`src/rtl/lane_scheduler_pkg.sv`:
```
// lane_pkg: lane speed table, car start columns and scheduler state type.
package lane_pkg;
  localparam int NUM_LANES = 8;
  localparam logic [3:0] LANE_PERIOD [NUM_LANES] = '{4'd8, 4'd6, 4'd5, 4'd4, 4'd7, 4'd3, 4'd6, 4'd2};
  localparam logic [4:0] INIT_COL [16] = '{5'd0, 5'd10, 5'd3, 5'd13, 5'd6, 5'd16, 5'd9, 5'd19,
                                           5'd12, 5'd2, 5'd15, 5'd5, 5'd18, 5'd8, 5'd1, 5'd11};
  typedef enum logic [1:0] {IDLE, STEP, DONE} state_e;
endpackage

```
`src/rtl/lane_scheduler_if.sv`:
```
// lane_scheduler_if: frame/game controls in, packed car positions and pass status out.
interface lane_scheduler_if;
  logic        vblank_start;
  logic        game_run;
  logic [2:0]  level;
  logic [4:0]  frog_col;
  logic [3:0]  frog_row;
  logic [79:0] car_x;
  logic [63:0] car_y;
  logic        busy;
  logic        update_done;
  logic        overrun;
  logic        hit;
  modport master (output vblank_start, game_run, level, frog_col, frog_row,
                  input car_x, car_y, busy, update_done, overrun, hit);
  modport slave (input vblank_start, game_run, level, frog_col, frog_row,
                 output car_x, car_y, busy, update_done, overrun, hit);
endinterface

```
`src/rtl/lane_scheduler_divider.sv`:
```
// lane_divider: per-lane frame counter; fire when the counter reaches the level-reduced period.
module lane_divider #(
  parameter logic [3:0] PERIOD = 4'd2
) (
  input  logic       clk,
  input  logic       rst_n,
  input  logic [2:0] level,
  input  logic       cnt_en,
  input  logic       clr,
  output logic       fire
);
  logic [3:0] cnt_q, cnt_d, eff;
  always_comb begin
    eff = ({1'b0, level} >= PERIOD) ? 4'd1 : PERIOD - {1'b0, level};
    fire = cnt_q >= eff - 4'd1;
    cnt_d = clr ? 4'd0 : cnt_en ? cnt_q + 4'd1 : cnt_q;
  end
  always_ff @(posedge clk or negedge rst_n)
    if (!rst_n) cnt_q <= 4'd0;
    else cnt_q <= cnt_d;
endmodule

```
`src/rtl/lane_scheduler.sv`:
```
// lane_scheduler: advances 16 car columns one car per clock during vblank.
// Optional COLLISION_CHECK_EN builds the frog comparators that drive hit.
module lane_scheduler
  import lane_pkg::*;
#(
  parameter int NUM_COLS  = 20,
  parameter int LANE_ROW0 = 2,
  parameter int NUM_CARS  = 16
) (
  input  logic             clk,
  input  logic             rst_n,
  lane_scheduler_if.slave  bus
);
  state_e     state_q, state_d;
  logic [3:0] idx_q, idx_d;
  logic       fire_q, fire_d, overrun_q, overrun_d;
  logic [4:0] car_x_q [NUM_CARS];
  logic [4:0] car_x_d [NUM_CARS];
  logic [NUM_LANES-1:0] fire, cnt_en, clr, lane_sel;
  logic [2:0] lane;
  logic       step, first, mv, hit_w;
  logic [4:0] x_cur, x_nxt;
  for (genvar g = 0; g < NUM_LANES; g++) begin : g_lane
    lane_divider #(.PERIOD(LANE_PERIOD[g])) u_div (
      .clk(clk), .rst_n(rst_n), .level(bus.level),
      .cnt_en(cnt_en[g]), .clr(clr[g]), .fire(fire[g])
    );
  end
  for (genvar i = 0; i < NUM_CARS; i++) begin : g_car
    assign bus.car_x[5*i +: 5] = car_x_q[i];
    assign bus.car_y[4*i +: 4] = 4'(LANE_ROW0 + i / 2);
  end
  always_ff @(posedge clk or negedge rst_n)
    if (!rst_n) state_q <= IDLE;
    else state_q <= state_d;
  always_comb begin
    state_d = (state_q == IDLE && bus.vblank_start && bus.game_run) ? STEP :
              (state_q == STEP && idx_q == 4'd15) ? DONE :
              (state_q == DONE) ? IDLE : state_q;
  end
  always_comb begin
    bus.busy = state_q == STEP;
    bus.update_done = state_q == DONE;
    bus.hit = hit_w;
    bus.overrun = overrun_q;
  end
  // Second car of a lane reuses the decision latched on the first, since the counter is already cleared.
  always_comb begin
    step = state_q == STEP;
    lane = idx_q[3:1];
    first = !idx_q[0];
    mv = step && (first ? fire[lane] : fire_q);
    x_cur = car_x_q[idx_q];
    x_nxt = lane[0] ? (x_cur == 5'd0 ? 5'(NUM_COLS - 1) : x_cur - 5'd1)
                    : (x_cur == 5'(NUM_COLS - 1) ? 5'd0 : x_cur + 5'd1);
    lane_sel = (step && first) ? NUM_LANES'(1) << lane : '0;
    clr = lane_sel & fire;
    cnt_en = lane_sel & ~fire;
    idx_d = step ? idx_q + 4'd1 : 4'd0;
    fire_d = (step && first) ? fire[lane] : fire_q;
    overrun_d = overrun_q | (bus.vblank_start && state_q != IDLE);
    car_x_d = car_x_q;
    if (mv) car_x_d[idx_q] = x_nxt;
  end
  always_ff @(posedge clk or negedge rst_n)
    if (!rst_n) begin
      idx_q <= 4'd0;
      fire_q <= 1'b0;
      overrun_q <= 1'b0;
      for (int i = 0; i < NUM_CARS; i++) car_x_q[i] <= INIT_COL[i];
    end else begin
      idx_q <= idx_d;
      fire_q <= fire_d;
      overrun_q <= overrun_d;
      car_x_q <= car_x_d;
    end
`ifdef COLLISION_CHECK_EN
  logic       hit_q, hit_d;
  logic [4:0] x_post;
  logic [3:0] y_cur;
  always_comb begin
    x_post = mv ? x_nxt : x_cur;
    y_cur = 4'(LANE_ROW0) + {1'b0, lane};
    hit_d = (state_q == IDLE) ? 1'b0 :
            (step && x_post == bus.frog_col && y_cur == bus.frog_row) ? 1'b1 : hit_q;
  end
  always_ff @(posedge clk or negedge rst_n)
    if (!rst_n) hit_q <= 1'b0;
    else hit_q <= hit_d;
  assign hit_w = hit_q && state_q == DONE;
`else
  logic unused_frog;
  assign unused_frog = ^{bus.frog_col, bus.frog_row};
  assign hit_w = 1'b0;
`endif
endmodule

```
`src/flat_wrapper.sv`:
```
// flat-port wrapper written by rule: the top's interface ports become plain ports
module lane_scheduler_flat import lane_pkg::*;
#(
  parameter int NUM_COLS  = 20,
  parameter int LANE_ROW0 = 2,
  parameter int NUM_CARS  = 16
)
  (clk, rst_n, bus_vblank_start, bus_game_run, bus_level, bus_frog_col, bus_frog_row, bus_car_x, bus_car_y, bus_busy, bus_update_done, bus_overrun, bus_hit);
  lane_scheduler_if bus_i ();
  input  logic clk;
  input  logic rst_n;
  input wire logic [$bits(bus_i.vblank_start)-1:0] bus_vblank_start;
  input wire logic [$bits(bus_i.game_run)-1:0] bus_game_run;
  input wire logic [$bits(bus_i.level)-1:0] bus_level;
  input wire logic [$bits(bus_i.frog_col)-1:0] bus_frog_col;
  input wire logic [$bits(bus_i.frog_row)-1:0] bus_frog_row;
  output wire logic [$bits(bus_i.car_x)-1:0] bus_car_x;
  output wire logic [$bits(bus_i.car_y)-1:0] bus_car_y;
  output wire logic [$bits(bus_i.busy)-1:0] bus_busy;
  output wire logic [$bits(bus_i.update_done)-1:0] bus_update_done;
  output wire logic [$bits(bus_i.overrun)-1:0] bus_overrun;
  output wire logic [$bits(bus_i.hit)-1:0] bus_hit;
  assign bus_i.vblank_start = bus_vblank_start;
  assign bus_i.game_run = bus_game_run;
  assign bus_i.level = bus_level;
  assign bus_i.frog_col = bus_frog_col;
  assign bus_i.frog_row = bus_frog_row;
  assign bus_car_x = bus_i.car_x;
  assign bus_car_y = bus_i.car_y;
  assign bus_busy = bus_i.busy;
  assign bus_update_done = bus_i.update_done;
  assign bus_overrun = bus_i.overrun;
  assign bus_hit = bus_i.hit;
  lane_scheduler #(.NUM_COLS(NUM_COLS), .LANE_ROW0(LANE_ROW0), .NUM_CARS(NUM_CARS)) u_core (.clk(clk), .rst_n(rst_n), .bus(bus_i));
endmodule
```
`config.mk`:
```
export PLATFORM = sky130hd
export DESIGN_NAME = lane_scheduler_flat
export DESIGN_NICKNAME = d
export VERILOG_FILES = /design/src/rtl/lane_scheduler_pkg.sv /design/src/rtl/lane_scheduler_if.sv /design/src/rtl/lane_scheduler_divider.sv /design/src/rtl/lane_scheduler.sv /design/src/flat_wrapper.sv
export SDC_FILE = /design/constraint.sdc
export NUM_CORES = 1
export LEC_CHECK = 0
export BUFFER_PORTS_ARGS = -buffer_cell sky130_fd_sc_hd__buf_2
export CAP_MARGIN = 20
export CORE_ASPECT_RATIO = 1.5
export CORE_MARGIN = 8
export CORE_UTILIZATION = 60
export CTS_CLUSTER_DIAMETER = 80
export DETAILED_ROUTE_END_ITERATION = 16
export GPL_TIMING_DRIVEN = 0
export PLACE_DENSITY = 0.87
export SYNTH_ARGS = -nofsm -noshare
export SYNTH_HDL_FRONTEND = slang
export SYNTH_SLANG_ARGS = --single-unit
```
`constraint.sdc`:
```
create_clock -name clk -period 6.2 [get_ports clk]
set_clock_uncertainty 0.15 [all_clocks]
set_input_delay 0.93 -clock clk [delete_from_list [all_inputs] [get_ports clk]]
set_output_delay 0.93 -clock clk [all_outputs]
set_load 0.1 [all_outputs]
```
After elaboration in Yosys (flattened, before gate mapping)
Cells that the tools add are included.
- register bits: 120
- latch bits: 0
- bits in writable memories: 0
- memory bits (read-only): 0
- bits of input ports: 16
- output and inout port bits: 148
- word-level logic and storage cells: 139
- memories kept: 0
- $add $sub $neg: 25
- multipliers: 0
- div/mod/pow operators: 0
- $lt $le $gt $ge: 17
- equality and inequality tests: 4
- shifts and indexed selects: 1
- multiplexer cells: 39
- bitwise gates (word level): 5
- reductions and logical operators: 20
- operator list (cell ; count):
    $mux W4 ; 23
    $bwmux W80 ; 1
    $add A4 B1 Y4 const B ; 9
    $ge A4 B4 Y1 ; 8
    $mux W5 ; 6
    $sub A4 B1 Y4 const B ; 7
    $bmux W5 S4 ; 1
    $demux W5 S4 ; 1
    $reduce_bool A2 Y1 ; 9
    $and A8 B8 Y8 ; 2
    $sub A3 B3 Y4 const A ; 4
    $ge A3 B3 Y1 const B ; 4
    $mux W8 ; 1
    $not A8 Y8 ; 1
    $shl A1 B3 Y8 const A ; 1
    $sub A2 B3 Y4 const A ; 2
    $logic_and A1 B1 Y1 ; 7
    $ge A3 B2 Y1 const B ; 2
    $mux W2 ; 3
    $add A5 B1 Y5 const B ; 1
    $eq A5 B5 Y1 const B ; 1
    $ge A5 B5 Y1 const B ; 1
    $logic_not A5 Y1 ; 1
    $lt A5 B1 Y1 const B ; 1
    other kinds (13) ; 14

Longest topological paths before layout
Gate-level depths: netlist of the first run.
- depth in word-level cells: 8
- mapped depth: 14
- gate-level depth less buffers: 13

Cells and area by module
From an unflattened synthesis of the first run, not the netlist that was laid out.
- cells, all modules: 746
- area, all modules: 7508.5 µm²
- modules (own cells, without submodules) (module ; times used ; cells each ; area each (µm²) ; sequential area each (µm²)):
    lane_scheduler ; 1 ; 495 ; 4994.8 ; 2240.9
    lane_divider (u_core.g_lane[1].u_div ...) ; 2 ; 40 ; 395.4 ; 100.1
    lane_divider (u_core.g_lane[7].u_div) ; 1 ; 33 ; 342.8 ; 100.1
    lane_divider (u_core.g_lane[3].u_div) ; 1 ; 35 ; 339.1 ; 100.1
    lane_divider (u_core.g_lane[4].u_div) ; 1 ; 31 ; 275.3 ; 100.1
    lane_divider (u_core.g_lane[2].u_div) ; 1 ; 26 ; 271.5 ; 100.1
    lane_divider (u_core.g_lane[5].u_div) ; 1 ; 23 ; 252.7 ; 100.1
    lane_divider (u_core.g_lane[0].u_div) ; 1 ; 23 ; 241.5 ; 100.1

Worst setup path before layout of the first run
Ideal clock, no wire load.
- path kind: in2reg
- from: in bus_level[2]
- to: reg u_core.car_x_q, in the netlist u_core.bus.car_x[69]
- setup time: 0.128 ns
- data arrival time: 4.001 ns
- required time: 5.922 ns
- path slack: 1.921 ns
- cell stages on the path: 14
- path buffers: 2
- cell sequence: clkbuf_1 -> inv_1 -> ha_1 -> and2_1 -> ha_1 -> ha_1 -> a21o_1 -> a21o_1 -> a21o_1 -> a211o_1 -> o31ai_4 -> buf_4 -> nor3_2 -> mux2_1
- cells in the longest elaborated chain, start to end: 8
- elaborated cells on any way between the ends: 38
- those cells by class: add/sub: 14; order compare: 14; mux: 9; reduce/logical: 1
- ends and longest elaborated chain (what ; line ; RTL):
    start: declaration ; flat_wrapper.sv:14 ; input wire logic [$bits(bus_i.level)-1:0] bus_level;
    $sub A3 B3 Y4, or another cell as far along ; lane_scheduler_divider.sv:14 ; eff = ({1'b0, level} >= PERIOD) ? 4'd1 : PERIOD - {1'b0, level};
    $mux W4 ; lane_scheduler_divider.sv:14 ;
    $sub A4 B1 Y4 ; lane_scheduler_divider.sv:15 ; fire = cnt_q >= eff - 4'd1;
    $ge A4 B4 Y1 ; lane_scheduler_divider.sv:15 ;
    $bmux W1 S3 * ; lane_scheduler.sv:52 ; mv = step && (first ? fire[lane] : fire_q);
    $mux W1 (implied by the code) * ; lane_scheduler.sv:52 ;
    $mux W1 * ; lane_scheduler.sv:52 ;
    $logic_and A1 B1 Y1 * ; lane_scheduler.sv:52 ;
    end signal: assignment ; lane_scheduler.sv:75 ; car_x_q <= car_x_d;
    end: declaration ; lane_scheduler.sv:17 ; logic [4:0] car_x_q [NUM_CARS];
Every way passes the cells marked *; elsewhere a longest branch is shown, timed or not. The select of a mux whose other input is x is not followed.
A chain may end at the register's enable or synchronous reset.

Final worst setup path of the first run
- from: in bus_level[1]
- to: reg u_core.car_x_q, in the netlist u_core.bus.car_x[49]
The elaborated chain is that of the path after synthesis.

==> flow_metrics.tcl, run 1 <==
set metrics [dict create \
    clock_latency_ps 410 \
    synth_cell_types 70 \
    final_core_util 0.735 \
    start_kind "primary input" \
    place_congestion 0.949 \
    yosysMostFrequentCell "dfrtp_1" \
    grt_pass1_vias 6292 \
    cp_cell_sequence "buf_2, ha_1, ha_1, or2_2, ha_1, xnor2_1, ha_1, o21ai_0, o21bai_1, o21ai_0, nand4_1, o31ai_4, nor3b_1, mux2_2" \
    final_nets 945 \
    post-route-min-period_ps 4620 \
    n_antenna_cell 0 \
    start_util 0.615 \
    outcome "complete, no violations" \
    holdWs_ps 201 \
    vias_per_cell 5.82 \
    cap_violations 0 \
    dieHeight_um 155 \
    drt_iter0_markers 365 \
    synth_compound_area_frac 0.0977 \
    critPathTopFamily "simple AND/OR/NAND/NOR gates" \
    synthXorXnorAreaFrac 0.00910 \
    core_area_um2 12500 \
    synth_edf_count 0 \
    synth.ff_latch_count 120 \
    dieArea_um2 16800 \
    dp_slack_ps 1220 \
    wire_per_inst_um 20.8 \
    crit_path_top_delay_cell "nor3b_1" \
    max_freq_mhz 217 \
    synth_top_area_share 0.289 \
    cp_common_cell "ha_1" \
    ys_top_cells_by_area "dfrtp_1, dfstp_2, ha_1" \
    max_slew_margin 0.199 \
    grt_max_degree 102 \
    drc_errors 0 \
    fin_crit_sh 0.745 \
    seq_area_frac_synth 0.395 \
    critPathRequiredTime_ps 6350 \
    syn_area_um2 7700 \
    path_depth 14 \
    clock-sinks 120 \
    crit_buf_inv 1 \
    synth_largest_area_cell "dfrtp_1" \
    io-pin-count 164 \
    antenna_found_initial 0 \
    cts_tree "yes" \
    cts_root_buf "clkbuf_16" \
    async_reset_ff_frac 1.00 \
    port_buffers 89 \
    layout_setup_ws_ps 1580 \
    grt_pass1_wl_um 34200 \
    synth_ff_type "dfrtp_1" \
    yosysWarnings 0 \
    drive_above_1_share 0.380 \
    synthCells 700 \
    dr.pass1.iters 5 \
    htree_levels 4 \
    synth_fa_ha_area_frac 0.0878 \
    syn_avg_cell_area_um2 11.0 \
    cts_resized 0 \
    wirelength_um 21700 \
    hold_class "primary input to async pin" \
    fin_tns_setup_ps 0 \
    post-cts-setup-buffers 0 \
    end_kind "flip-flop" \
    clk_path_buf_depth 2 \
    synthMuxAreaShare 0.182 \
    cp_max_fo 9 \
    grt_util_all_layers 0.264 \
    ant_nets 0 \
    synth_top_family_by_area "multiplexers" \
    r2r_cells 13 \
    synth-simple-area-share 0.134 \
    rsz0062_at_grt "false" \
    max_stage_delay_ps 990 \
    setup_viol 0 \
    hold_violations 0 \
    hold_buffers 0 \
    die_x_um 108 \
    fp-row-count 50 \
    clk_pin_slew_ps 60 \
    areaGrowthSynthToFinish_pct 19.4 \
    maxSlewViolCount 0 \
    grt.overflow.total 0 \
    ys_top_cells_by_count "dfrtp_1, buf_4, nand2_1" \
    worstMarginPinSlew_ps 1200 \
    hpwl_um 15300 \
    worst_ep_arrival_time_ps 4770 \
    numCtsBuffers 17 \
    critical_path_class "primary input to flip-flop" \
    dr_total_vias 6074 \
]
[worst paths after layout]
path	from	end	slack, ps
min in group clk	u_core.bus.overrun	u_core.bus.overrun	310
min	rst_n	u_core.g_lane[3].u_div.cnt_q[0]	200
max	bus_level[1]	u_core.bus.car_x[49]	1580
min reg2reg	u_core.bus.overrun	u_core.bus.overrun	310
max in group asynchronous	rst_n	u_core.bus.car_x[53]	4920
max reg2reg	u_core.idx_q[0]	u_core.bus.car_x[67]	2140
[stage by stage]
step / cells / cell area [um2]
after floorplan: 765 / 7940
after global placement: 1010 / 8580
after detailed placement: 1011 / 8620
after CTS: 1043 / 9190
after global routing: 1044 / 9190
final: 1044 / 9190
[logic make-up (layout without fill, tap and decap cells)]
| group | count (synthesis) | in the layout |
|---|---|---|
| fa+ha+maj | 54 | 54 |
| other cells | 2 | 67 |
| compound gates | 112 | 112 |
| buf+inv | 106 | 229 |
| simple gates | 188 | 188 |
| xor+xnor | 8 | 8 |
| mux | 110 | 110 |
| flops | 120 | 120 |
[flip-flops by register name, summed over array words and instances, names as in the netlist]
signal and flops:
u_core.idx_q 4, u_core.fire_q 1, u_core.bus.overrun 1, u_core.g_lane.u_div.cnt_q 32, u_core.state_q 2, u_core.bus.car_x 80
[cell type report]
| class | count | area (um2) |
|---|---|---|
| clock buffers | 18 | 429 |
| flip-flops and latches | 120 | 3040 |
| repair buffers | 91 | 484 |
| fillers | 838 | 3320 |
| clock inverters | 14 | 140 |
| multi-input cells | 539 | 4190 |
| well taps | 156 | 195 |
| inverters | 20 | 80.1 |
| plain buffers | 86 | 636 |
[worst register-to-register path, delay by kind of cell (launching register included)]
family                   cells  cell delay (ps)
AO/OA/AOI/OAI                3             1250
AND/OR/NAND/NOR              4              630
adder cells (fa/ha/maj)      1              320
buffers and inverters        4              860
multiplexers                 1              320
flip-flops                   1              410
[layout by cell type (no fill, tap or decap), types with 16 or more instances in the layout]
| master | instances |
|---|---|
| mux2_2 | 47 |
| dfrtp_1 | 89 |
| nor2_1 | 28 |
| nand2b_1 | 26 |
| nand3_1 | 16 |
| buf_2 | 92 |
| nand2_1 | 61 |
| inv_1 | 18 |
| conb_1 | 67 |
| o21ai_0 | 41 |
| mux2_1 | 34 |
| buf_4 | 69 |
| ha_1 | 54 |
| dfstp_2 | 31 |
| clkbuf_16 | 17 |
[routing by layer]
metal  track usage  wire length, um  share of wire
met1         0.278             7450           0.34
met2         0.438            11000           0.51
met3        0.0770             1830          0.084
met4         0.183             1430          0.066
met5             0                0              0
Power of run 1 is not shown: default switching activity piles up to over one toggle a cycle in this logic, so the estimate is an artifact.
==> run 2: changes to the inputs <==
CORE_UTILIZATION = 56   (was 60)
PLACE_DENSITY = 0.82   (was 0.87)
clock period = 4.5 ns   (was 6.2 ns; I/O delays follow)
==> run 2 against run 1 <==
Flip-flop and latch count unchanged; critical path type unchanged; wire length decreased by 5.6%; register-to-register slack got worse by 1400 ps; worst setup slack got worse by 1300 ps; first-iteration DRC count decreased by 7.4%; via count decreased by 1.8%; worst hold slack got worse by 160 ps; critical endpoint is now u_core.bus.car_x[71].
==> flow_metrics.tcl, run 2 (same netlist as run 1, synthesis figures left out) <==
set metrics [dict create \
    outcome "complete, no violations" \
    final_nets 944 \
    grt_pass1_wl_um 32600 \
    grt.overflow.total 0 \
    dieArea_um2 17800 \
    start_util 0.572 \
    dr_total_vias 5965 \
    holdWs_ps 41.2 \
    rsz0062_at_grt "false" \
    crit_path_top_delay_cell "o31ai_4" \
    setup_viol 0 \
    ant_nets 0 \
    max_stage_delay_ps 420 \
    grt_max_degree 73 \
    wirelength_um 20500 \
    startpoint "bus_level[2]" \
    worstMarginPinSlew_ps 999 \
    die_x_um 112 \
    n_antenna_cell 0 \
    port_buffers 89 \
    vias_per_cell 5.69 \
    core_area_um2 13500 \
    clock_latency_ps 420 \
    clk_path_buf_depth 2 \
    clock-sinks 120 \
    place_congestion 0.959 \
    cts_root_buf "clkbuf_16" \
    drive_above_1_share 0.381 \
    cp_max_fo 10 \
    fill_cells 966 \
    dr.pass1.iters 5 \
    wire_per_inst_um 19.5 \
    stdcell_area_um2 9270 \
    hold_violations 0 \
    hold_buffers 0 \
    final_common_cell "buf_2" \
    hpwl_um 15200 \
    final_cell_mix "buf_2, dfrtp_1, buf_4" \
    dieHeight_um 160 \
    multi_input_area_um2 4200 \
    max_freq_mhz 234 \
    cap_violations 0 \
    cp_cell_sequence "buf_2, clkbuf_1, inv_1, ha_1, and2_1, ha_1, ha_1, a21o_1, a21o_1, a21o_1, a211o_1, o31ai_4, buf_4, nor3_2, mux2_1" \
    hold_class "primary input to async pin" \
    post-route-min-period_ps 4270 \
    critical_path_class "primary input to flip-flop" \
    grt_pass1_vias 6137 \
    drt_iter0_markers 338 \
    max_slew_margin 0.329 \
    fin_crit_sh 0.948 \
    grt_util_all_layers 0.230 \
    end_kind "flip-flop" \
    largest_reg_flops 80 \
    cts_tree "yes" \
    fp-row-count 52 \
    maxSlewViolCount 0 \
    clk_pin_slew_ps 60 \
    final_core_util 0.689 \
    worst_ep_arrival_time_ps 4410 \
    dp_slack_ps -291 \
    htree_levels 4 \
    place_area_um2 8620 \
    numCtsBuffers 17 \
    start_kind "primary input" \
    areaGrowthSynthToFinish_pct 20.5 \
    layout_setup_ws_ps 235 \
    drc_errors 0 \
    critPathRequiredTime_ps 4640 \
    antenna_found_initial 0 \
    regArea_um2 3040 \
    io-pin-count 164 \
    rr_startpoint "u_core.idx_q[0]" \
]
-- run 2: worst paths after layout --
path / slack [ps] / end / depth (start not counted)
min in group clk: 320 / u_core.bus.overrun / 1
max: 230 / u_core.bus.car_x[71] / 15
min: 40 / u_core.g_lane[7].u_div.cnt_q[3] / 1
max in group asynchronous: 3410 / u_core.bus.car_x[46] / 2
min reg2reg: 320 / u_core.bus.overrun / 1
max reg2reg: 710 / u_core.bus.car_x[2] / 13
-- run 2: what timing repair did --
action / CTS / global route
resized for setup: 0 / 3
setup buffers: 0 / 0
endpoints found under the hold margin: 0 / 0
setup endpoints to repair: 0 / 18
-- run 2: routing by layer --
metal,global-route usage,part of all wire
met4,0.156,0.062
met5,0,0
met3,0.0547,0.062
met2,0.414,0.53
met1,0.229,0.35
-- run 2: cell type report --
cell class                      instances  area share
Inverter                               20     0.00863
Buffer                                 86      0.0685
Timing Repair Buffer                   90      0.0517
Multi-Input combinational cell        539       0.452
Clock inverter                         14      0.0227
Tap cell                              162      0.0219
Sequential cell                       120       0.328
Clock buffer                           18      0.0463
-- run 2: through the flow --
step	std cells	setup TNS [ps]
floorplan	765	0
global placement	1016	-6070
detailed placement	1017	-6740
CTS	1049	0
global route	1049	0
finish	1049	0
-- run 2: critical path, delay by kind of cell --
kind / cells / cell delay [ps]
fa+ha+maj: 3 / 820
compound gates: 5 / 1340
mux: 1 / 350
simple gates: 2 / 330
buf+inv: 4 / 870
Power of run 2 is left out for the same reason.
==> run 3: changes to the inputs <==
CORE_UTILIZATION = 55   (was 56)
PLACE_DENSITY = 0.81   (was 0.82)
SYNTH_HIERARCHICAL = 1   (was not set)
==> run 3 against run 2 <==
Critical path type unchanged; synthesized area fell by 2.5%; global-route usage fell by 0.79 points; final area fell by 2.3%; die area fell by 0.61%; maximum frequency fell by 1.3%; non-clock buffer count fell by 3; first-iteration DRC count fell by 2.4%; synthesized cell count rose by 6.6%; final cell count rose by 4.2%; register-to-register slack got worse by 490 ps.
==> flow_metrics.tcl, run 3 <==
set metrics [dict create \
    place_congestion 0.999 \
    synth.ff_latch_count 120 \
    setup_viol 0 \
    hpwl_um 14800 \
    dieHeight_um 159 \
    vias_per_cell 5.58 \
    clk_pin_slew_ps 60 \
    synth_edf_count 0 \
    final_common_cell "nand2_1" \
    yosysWarnings 6 \
    synth_compound_area_frac 0.111 \
    rr_endpoint "u_core/bus.car_x[41]" \
    place_area_um2 8430 \
    core_area_um2 13400 \
    wire_per_inst_um 18.3 \
    drc_errors 0 \
    worst_ep_arrival_time_ps 4470 \
    cap_violations 0 \
    synthMuxAreaShare 0.104 \
    ant_nets 0 \
    maxSlewViolCount 0 \
    ys_top_cells_by_count "nand2_1, dfrtp_1, buf_4" \
    dr.pass1.iters 5 \
    post-cts-setup-buffers 0 \
    cts_root_buf "clkbuf_16" \
    largest_reg_flops 80 \
    max_freq_mhz 231 \
    synth_fa_ha_area_frac 0.0883 \
    syn_avg_cell_area_um2 10.1 \
    clock-sinks 120 \
    outcome "complete, no violations" \
    fill_cells 1048 \
    n_antenna_cell 0 \
    dieArea_um2 17700 \
    numCtsBuffers 17 \
    fin_crit_sh 0.960 \
    grt_max_degree 64 \
    synthXorXnorAreaFrac 0.0338 \
    r2r_cells 10 \
    hold_class "primary input to async pin" \
    critPathRequiredTime_ps 4650 \
    grt_util_all_layers 0.222 \
    synth-simple-area-share 0.164 \
    drive_above_1_share 0.319 \
    yosysMostFrequentCell "nand2_1" \
    rr_startpoint "u_core/idx_q[1]" \
    end_kind "flip-flop" \
    io-pin-count 164 \
    critical_path_class "primary input to flip-flop" \
    grt_pass1_wl_um 32000 \
    cp_max_fo 21 \
    cts_tree "yes" \
    synth_top_area_share 0.297 \
    start_kind "primary input" \
    clk_path_buf_depth 2 \
    fin_tns_setup_ps 0 \
    grt.overflow.total 0 \
    htree_levels 4 \
    clock_latency_ps 410 \
    worstMarginPinSlew_ps 842 \
    antenna_found_initial 0 \
    wirelength_um 20000 \
    cts_resized 1 \
    start_util 0.560 \
    post-route-min-period_ps 4320 \
    ys_top_cells_by_area "dfrtp_1, dfstp_2, ha_1" \
    max_slew_margin 0.434 \
    final_core_util 0.676 \
    stdcell_area_um2 9060 \
    drt_iter0_markers 330 \
    hold_buffers 0 \
    final_nets 987 \
    dr_total_vias 6103 \
    synthCells 746 \
    synth_ff_type "dfrtp_1" \
    port_buffers 89 \
    reg2reg_slack_ps 220 \
    rsz0062_at_grt "false" \
    synth_cell_types 63 \
    synth_largest_area_cell "dfrtp_1" \
    syn_area_um2 7510 \
    areaGrowthSynthToFinish_pct 20.7 \
    seq_area_frac_synth 0.405 \
    fp-row-count 52 \
    final_cell_mix "nand2_1, buf_2, dfrtp_1" \
    grt_pass1_vias 6271 \
    die_x_um 111 \
    async_reset_ff_frac 1.00 \
    hold_violations 0 \
    synth_top_family_by_area "simple AND/OR/NAND/NOR gates" \
]
==> run 3: cell count changes after synthesis, moves of 9 or more <==
cell	change
nand2_1	+39
nor2_1	+35
mux2_1	-33
mux2_2	-24
nand2b_1	-19
o21ai_1	+18
xor2_1	+11
and3_1	+10
o21ai_0	+10
xnor2_1	+10
a21o_1	-9
mux2_4	-9
mux2i_1	+9
==> run 3: how the worst max path moves through the flow <==
stage | from | end | slack [ps] | cells past startpoint
floorplan | bus_level[0] | u_core/bus.car_x[48] | 440 | 14
global placement | bus_level[0] | u_core/bus.car_x[48] | -460 | 15
detailed placement | bus_level[0] | u_core/bus.car_x[48] | -530 | 15
CTS | u_core/idx_q[0] | u_core/bus.car_x[47] | 20 | 16
global route | bus_level[0] | u_core/bus.car_x[48] | 3 | 15
finish | bus_level[0] | u_core/bus.car_x[48] | 180 | 13
==> run 3: per-stage QoR <==
step	setup slack, ps	std cells	hold slack [ps]
after CTS	16.9	1093	88.8
after floorplan	439	809	229
after global routing	2.53	1093	102
after global placement	-456	1060	302
final	180	1093	72.5
after detailed placement	-528	1061	307
==> run 3: critical path: stages <==
cell and delay [ps]:
buf_2 330, ha_1 310, or3_1 310, ha_1 300, ha_1 320, a2111oi_4 70, nor3_1 400, mux4_2 340
nand2_1 110, a31oi_4 310, buf_2 340, nand3_2 290, mux2_2 350
==> run 3: logic make-up (layout without fill, tap and decap cells) <==
family          count (synthesis)  in the layout
simple gates                  259            259
other cells                     4             67
fa+ha+maj                      53             53
xor+xnor                       29             29
compound gates                122            122
flops                         120            120
mux                            56             56
buf+inv                       103            225
==> run 3: layer usage <==
layer / share of wire / GRT usage / wire length (um)
met5: 0 / 0 / 0
met4: 0.047 / 0.129 / 947
met3: 0.063 / 0.0562 / 1250
met2: 0.53 / 0.396 / 10600
met1: 0.36 / 0.229 / 7200
==> run 3: layout make-up <==
type	count	area, um2	share of cell area
Buffer	83	608	0.0671
Clock buffer	20	447	0.0493
Clock inverter	12	116	0.0128
Inverter	20	75.1	0.00828
Multi-Input combinational cell	586	4100	0.452
Sequential cell	120	3040	0.336
Tap cell	162	203	0.0224
Timing Repair Buffer	90	479	0.0529
Power of run 3 is left out for the same reason.
